--- src/rtl/servo_target_ramp.sv ---
// Servo target selection and ramp: synchronizes and debounces the position switches,
// decodes a one-hot choice into a high-time target and slews pulseWidth toward it once per frame.
module servo_target_ramp #(
    parameter int DEBOUNCE_CYCLES = 500000,
    parameter int STEP            = 2000,
    parameter int BASE            = 26000,
    parameter int OFF30           = 12329,
    parameter int OFF60           = 26419,
    parameter int OFF90           = 41868,
    parameter int OFF120          = 57774,
    parameter int OFF150          = 75633,
    parameter int OFF180          = 92109
) (
    input  logic        relojNexys2,
    input  logic        rst_n,
    input  logic [5:0]  selectPos,
    input  logic        frameTick,
    output logic [16:0] pulseWidth,
    output logic [5:0]  ledAngulo,
    output logic        busy
);

    localparam logic [19:0] DEB_MAX  = 20'(DEBOUNCE_CYCLES);
    localparam logic [19:0] DEB_LOAD = 20'(DEBOUNCE_CYCLES - 1);
    localparam logic [16:0] STEP_V   = 17'(STEP);
    localparam logic [16:0] BASE_V   = 17'(BASE);

    typedef enum logic {
        IDLE = 1'b0,
        RAMP = 1'b1
    } state_e;

    logic [5:0]  sync1_q, sync1_d;
    logic [5:0]  sync2_q, sync2_d;
    logic [19:0] cnt_q, cnt_d;
    logic [5:0]  stable_q, stable_d;
    logic [16:0] target_q, target_d;
    logic [5:0]  led_q, led_d;
    logic [16:0] pw_q, pw_d;
    state_e      state_q, state_d;
    logic        busy_q, busy_d;
    logic [16:0] diff_s;
    logic        up_s;

    function automatic logic is_onehot(input logic [5:0] sel);
        return (sel != 6'd0) && ((sel & (sel - 6'd1)) == 6'd0);
    endfunction

    function automatic logic [16:0] pos_target(input logic [5:0] sel);
        case (sel)
            6'b000001: return 17'(BASE + OFF30);
            6'b000010: return 17'(BASE + OFF60);
            6'b000100: return 17'(BASE + OFF90);
            6'b001000: return 17'(BASE + OFF120);
            6'b010000: return 17'(BASE + OFF150);
            6'b100000: return 17'(BASE + OFF180);
            default:   return BASE_V;
        endcase
    endfunction

    // Next-state logic for synchronizer, debounce, decode and ramp FSM.
    always_comb begin
        sync1_d  = selectPos;
        sync2_d  = sync1_q;
        cnt_d    = cnt_q;
        stable_d = stable_q;
        target_d = target_q;
        led_d    = led_q;
        pw_d     = pw_q;
        state_d  = state_q;
        diff_s   = 17'd0;
        up_s     = 1'b0;

        // A difference between the two sync stages means the synchronized value is changing.
        if (sync1_q != sync2_q) begin
            cnt_d = 20'd0;
        end else if (cnt_q == DEB_MAX) begin
            cnt_d = cnt_q;
        end else begin
            cnt_d = cnt_q + 20'd1;
        end

        if (cnt_q == DEB_LOAD) begin
            stable_d = sync2_q;
        end else begin
            stable_d = stable_q;
        end

        if (is_onehot(stable_q)) begin
            target_d = pos_target(stable_q);
            led_d    = stable_q;
        end else if (stable_q == 6'd0) begin
            target_d = target_q;
            led_d    = led_q;
        end else begin
            target_d = BASE_V;
            led_d    = 6'd0;
        end

        // Direction from the comparison so the subtraction never underflows.
        if (target_q >= pw_q) begin
            up_s   = 1'b1;
            diff_s = target_q - pw_q;
        end else begin
            up_s   = 1'b0;
            diff_s = pw_q - target_q;
        end

        case (state_q)
            IDLE: begin
                if (target_q != pw_q) begin
                    state_d = RAMP;
                end else begin
                    state_d = IDLE;
                end
            end
            RAMP: begin
                if (frameTick) begin
                    if (diff_s <= STEP_V) begin
                        pw_d    = target_q;
                        state_d = IDLE;
                    end else if (up_s) begin
                        pw_d = pw_q + STEP_V;
                    end else begin
                        pw_d = pw_q - STEP_V;
                    end
                end else begin
                    pw_d = pw_q;
                end
            end
            default: begin
                state_d = IDLE;
            end
        endcase

        busy_d = (state_d == RAMP);
    end

    // State registers with asynchronous active-low reset.
    always_ff @(posedge relojNexys2 or negedge rst_n) begin
        if (!rst_n) begin
            sync1_q  <= 6'd0;
            sync2_q  <= 6'd0;
            cnt_q    <= 20'd0;
            stable_q <= 6'd0;
            target_q <= BASE_V;
            led_q    <= 6'd0;
            pw_q     <= BASE_V;
            state_q  <= IDLE;
            busy_q   <= 1'b0;
        end else begin
            sync1_q  <= sync1_d;
            sync2_q  <= sync2_d;
            cnt_q    <= cnt_d;
            stable_q <= stable_d;
            target_q <= target_d;
            led_q    <= led_d;
            pw_q     <= pw_d;
            state_q  <= state_d;
            busy_q   <= busy_d;
        end
    end

    assign pulseWidth = pw_q;
    assign ledAngulo  = led_q;
    assign busy       = busy_q;

endmodule
--- config.mk ---
export PLATFORM = sky130hd
export DESIGN_NAME = servo_target_ramp
export DESIGN_NICKNAME = d
export VERILOG_FILES = /design/src/rtl/servo_target_ramp.sv
export SDC_FILE = /design/constraint.sdc
export NUM_CORES = 1
export LEC_CHECK = 0
export ABC_AREA = 0
export CORE_MARGIN = 8
export CORE_UTILIZATION = 52
export DETAILED_ROUTE_END_ITERATION = 10
export PLACE_DENSITY = 0.71
export SYNTH_ARGS = -nofsm -noshare
export SYNTH_HDL_FRONTEND = slang
export SYNTH_SLANG_ARGS = --single-unit
--- constraint.sdc ---
create_clock -name relojNexys2 -period 6.9 [get_ports relojNexys2]
set_clock_uncertainty 0.1 [all_clocks]
set_input_delay 1.38 -clock relojNexys2 [delete_from_list [all_inputs] [get_ports relojNexys2]]
set_output_delay 1.38 -clock relojNexys2 [all_outputs]
set_load 0.02 [all_outputs]
# Yosys cells after proc, flatten, opt, wreduce, memory -nomap -nowiden
# Index checks and enable logic that the tools add are counted.
[totals]
regBits = 79
word_cells = 50
inputBits = 9
output_inout_bits = 24
[classes]
order_cmp = 2
n_reduce_logical = 5
muxes = 15
eq_ne = 12
bitwise_logic = 2
addsub = 6
[ops]
columns = ["operator", "count"]
rows = [
  ["case mux 17 bit (6 select lines)", 1],
  ["2-to-1 mux 17 bit", 5],
  ["equality test 20 x 19 -> 1 bit, second input constant", 2],
  ["2-to-1 mux 20 bit", 2],
  ["subtractor 17 bit", 2],
  ["adder 20 x 1 -> 20 bit, second input constant", 1],
  ["adder 17 x 11 -> 17 bit, second input constant", 1],
  ["greater-or-equal comparator 17 bit", 1],
  ["<= comparator 17 x 11 -> 1 bit, second input constant", 1],
  ["inequality test 17 bit", 1],
  ["subtractor 17 x 11 -> 17 bit, second input constant", 1],
  ["zero test 6 bit", 2],
  ["2-to-1 mux 6 bit", 2],
  ["AND 6 bit", 1],
  ["equality test 6 x 1 -> 1 bit, second input constant", 1],
  ["equality test 6 x 2 -> 1 bit, second input constant", 1],
  ["equality test 6 x 3 -> 1 bit, second input constant", 1],
  ["equality test 6 x 4 -> 1 bit, second input constant", 1],
  ["equality test 6 x 5 -> 1 bit, second input constant", 1],
  ["equality test 6 bit, second input constant", 1],
  ["inequality test 6 bit", 1],
  ["nonzero test 6 bit", 1],
  ["subtractor 6 x 1 -> 6 bit, second input constant", 1],
  ["2-to-1 mux 1 bit", 4],
  ["other kinds (5)", 6],
]

# Depth between registers and ports, before layout
[logic_depth]
depth_word = 6
mapped_depth = 21
depth_no_buf = 20

# Worst setup path after synthesis
# Ideal clock, no wire load.
[synth_timing]
path_type = "register to register"
from = "reg pw_q[14] (netlist: pulseWidth[14])"
to = "reg pw_q[15] (netlist: pulseWidth[15])"
path_buffers = 1
period_less_slack_ps = 4549
stages_incl_launch_ff = 22
required_ps = 6658
setup_ps = 142
slack_ps = 2351
arrival_time_ps = 4308
path_cell_list = "dfstp_2 -> inv_1 -> ha_1 -> buf_6 -> a21oi_4 -> o211ai_1 -> and4_4 -> a2111oi_4 -> nand2_2 -> clkinv_1 -> ha_1 -> a21o_1 -> a21o_1 -> a21o_1 -> a21o_1 -> a21oi_1 -> o21ai_0 -> or4_1 -> o311a_1 -> xor2_1 -> o211ai_1 -> o221ai_1"
[synth_between]
elab_chain_len = 4
word_cells_on_any_way = 10
cone_classes = "4 x add/sub; 2 x order compare; 4 x mux"
[synth_lines]
columns = ["item", "line", "text"]
rows = [
  ["start: declaration", "39", "logic [16:0] pw_q, pw_d;"],
  ["start signal: assignment", "158", "pw_q <= pw_d;"],
  ["subtractor 17 bit (tied with other cells)", "106", "diff_s = pw_q - target_q;"],
  ["2-to-1 mux 17 bit / 2-to-1 mux 1 bit (equally long branches)", "101", "if (target_q >= pw_q) begin"],
  ["<= comparator 17 x 11 -> 1 bit / 2-to-1 mux 17 bit (equally long branches)", "119, 122", ""],
  ["2-to-1 mux 17 bit (*)", "119", "if (diff_s <= STEP_V) begin"],
]
# Mark *: on every way between the ends. The rest lies on a longest branch, timed or not.
# A chain may end at the register's enable or synchronous reset.

# Worst setup path after layout
[layout_timing]
from = "reg pw_q[4] (netlist: pulseWidth[4])"
to = "reg pw_q[15] (netlist: pulseWidth[15])"
# Same word-level chain as after synthesis.

==> results.txt <==
Routed WL per cell - 18.5 um
Commonest non-fill, non-tap cell in the layout - dfrtp_1
Setup TNS - 0 ns
Dominant synthesized flop cell - dfrtp_1
Final WL - 14500 um
Crit path time final - 5.59 ns
Crit share post-route - 81.0%
Unrepaired setup endpoints after global routing - false
Storage cell area - 1970 um^2
Internal cell power - 1.16 mW
Antenna violations before repair - 0
Combinational share of power - 52.0%
CP max FO - 17
Area Growth Syn to Fin - 9.60%
Remaining DRCs - 0
Row count - 38
Post-synth net total - 690
Synth Instances - 634
Seq/Total Area, Yosys - 34.6%
Layout cell share with drive strength beyond 1 - 8.18%
Syn_area_per_cell - 8.96 um^2
Peak supply drop - 0.000167 V
Gr busiest metal - met2
Io pins - 33
Clk pin slew, worst setup/hold paths - 0.08 ns
Largest net degree at the start of global routing - 79
Max-slew violations - 0
Multi-input logic area - 3350 um^2
Relative slew slack - 36.1%
Switching power share of the total - 42.3%
Share of total power in the clock network - 19.4%
Yosys reg bits - 78
Cell area after synthesis - 5680 um^2
Ys Warns - 0
Post_cts resized - 0
LEAKAGE - 2.72 nW
CP Capture Type - flop
Highest-count cells in the layout ignoring fill and taps - dfrtp_1, nor2_1, inv_1
Fmax - 179 MHz
Placer's final routability congestion estimate - 0.858
GR Layer Usage met1 - 26.5%
Vias in the first global route - 4595
CP most frequent cell - a21o_1
CP peak stage delay - 0.58 ns
Number of synthesized flops with an enable pin - 0
Vias per Instance - 6.09
H-tree depth - 3
Reg power frac - 28.5%
GRT Util Overall - 20.3%
Setup crit start kind - flop
Setup WS pre-CTS - 1.42 ns
Status - finished, final reports clean
Fin worst setup slack - 1.31 ns
Max-cap violations - 0
Initial Util - 52.9%
Worst Tran Pin Value - 0.959 ns
Clock latency on the worst-skew pair - 0.36 ns
CP bufs+invs - 2
Hpwl dp - 10900 um
First-pass GRT wire length - 23600 um
Routed Antenna Nets - 0
Min-delay worst type - flop to flop
Vert. Die Dim - 121 um
Die W - 121 um
Pre-Repair DR Iteration Count - 5
Die area - 14500 um^2
Crit path required time - 7.02 ns
# diodes - 0
CTS Buf Count - 9
Setup Viol. Count Final - 0
Total core area - 10700 um^2
Endpoints failing hold - 0
Pwr dens - 323 nW/um^2
Critical path class - flop to flop
Switching pwr - 0.852 mW
Setup bufs post-CTS - 0
CTS tree - done
IO buf count - 32
Overflow after GRT - 0
Root Driver - clkbuf_8
Post-synth cell types - 71
Max Buffers Root-to-Sink - 2
Ys async rst share - 100%
Met2 usage - 32.7%
CP Cell Sequence - inv_1, ha_1, nand3_1, nor4_1, and2_1, a2111oi_4, nand2_2, clkinv_1, ha_1, a21o_1, a21o_1, a21o_1, a21o_1, a21oi_1, o21ai_0, or4_1, o311a_1, xor2_1, o211ai_1, o221ai_1
Vias - 4801
Layout Nets - 699
FILL cells - 986
Critical path data arrival time - 5.70 ns
CTS sink count - 78
GRT met3 Usage - 3.82%
Top delay family on crit path - simple AND/OR/NAND/NOR gates
Slowest CP cell - dfstp_2
Hold_buf cts - 0
Initial DRC Count - 507
## power groups by stage
stage                     clock (mW)  sequential, mW  combinational, mW
after floorplan                    0           0.625              0.702
after global routing           0.422           0.582               1.13
final                          0.391           0.575               1.05
after detailed placement           0           0.583               1.03
after CTS                      0.400           0.575               1.03
after global placement             0           0.577               1.02
## registers in the layout (all words and copies together) (netlist names)
name        cells
cnt_q          20
pulseWidth     17
target_q       16
ledAngulo       6
stable_q        6
sync1_q         6
sync2_q         6
busy            1
## synth_stat cells (3+ instances only)
cell,n,area [um^2]
buf_6,3,33.8
mux2_2,8,90.1
dfrtp_1,66,1650
dfstp_2,12,315
a21boi_0,5,37.5
nor4_1,10,62.6
o221ai_1,3,26.3
o211ai_1,9,67.6
a22oi_1,8,60.1
nor3_1,29,145
nand2_1,30,113
o21ai_0,33,165
o21a_1,5,37.5
a2111oi_0,5,43.8
mux2i_1,8,80.1
nor2b_1,4,25.0
and3_1,6,37.5
and2_1,7,43.8
buf_2,10,50.1
clkbuf_1,18,67.6
inv_1,48,180
a21oi_1,24,120
a211oi_1,5,37.5
xor2_1,27,236
nand3_1,18,90.1
nand4_1,12,75.1
a21o_1,15,113
nor2_1,60,225
o22ai_1,5,31.3
a31oi_1,16,100
or4_1,3,22.5
xnor2_1,20,175
ha_1,46,576
nand3b_1,3,22.5
or3_1,7,43.8
## per-stage QoR
| step | utilization [%] | total power, mW | hold WS (ns) | cell area [um^2] | cells |
|---|---|---|---|---|---|
| after floorplan | - | 1.33 | 0.272 | 5680 | 634 |
| after global placement | 55.8 | 1.60 | 0.279 | 6000 | 772 |
| after detailed placement | 55.8 | 1.61 | 0.284 | 6000 | 772 |
| after CTS | 58.0 | 2.01 | 0.300 | 6230 | 788 |
| after global routing | 58.0 | 2.14 | 0.307 | 6230 | 788 |
| final | 58.0 | 2.01 | 0.295 | 6230 | 788 |
## kinds of logic (layout without fill, tap and decap cells)
logic type | after synthesis | count (layout) | share of synthesized area, %
AO/OA/AOI/OAI | 161 | 161 | 20.4
adder cells (fa/ha/maj) | 47 | 47 | 10.5
flip-flops | 78 | 78 | 34.6
buffers and inverters | 83 | 97 | 6.41
AND/OR/NAND/NOR | 202 | 202 | 17.9
multiplexers | 16 | 16 | 2.99
XOR/XNOR | 47 | 47 | 7.24
## layout make-up
type                       count  share of cell area, %
timing repair buffer          32                   5.10
multi-input combinational    473                   53.8
clock inverter                 5                   1.31
inverter                      49                   2.95
clock buffer                  11                   2.43
sequential                    78                   31.6
tap                          140                   2.81
## metal layers
layer | up-vias | part of all wire, %
li1 | 2294 | -
met1 | 2343 | 46
met3 | 30 | 4.6
met4 | 0 | 2.2
met2 | 134 | 47
met5 | - | 0
## path summary, 6_finish.rpt
kind                               start              to  slack (ns)  depth (start not counted)
max                        pulseWidth[4]  pulseWidth[15]        1.31                         20
min                           sync1_q[2]      sync2_q[2]        0.29                          0
max reg2reg                pulseWidth[4]  pulseWidth[15]        1.31                         20
min reg2reg                   sync1_q[2]      sync2_q[2]        0.29                          0
max in group asynchronous          rst_n        cnt_q[1]        5.01                          1
min in group asynchronous          rst_n    ledAngulo[5]        1.07                          1
## worst register-to-register path: stages, from the launching register on
cell,delay [ns]
dfstp_2,0.58
inv_1,0.10
ha_1,0.46
nand3_1,0.11
nor4_1,0.37
and2_1,0.31
a2111oi_4,0.10
nand2_2,0.38
clkinv_1,0.48
ha_1,0.42
a21o_1,0.15
a21o_1,0.19
a21o_1,0.17
a21o_1,0.19
a21oi_1,0.23
o21ai_0,0.14
or4_1,0.42
o311a_1,0.16
xor2_1,0.15
o211ai_1,0.08
o221ai_1,0.15
Power figures use the tool's default switching activity.
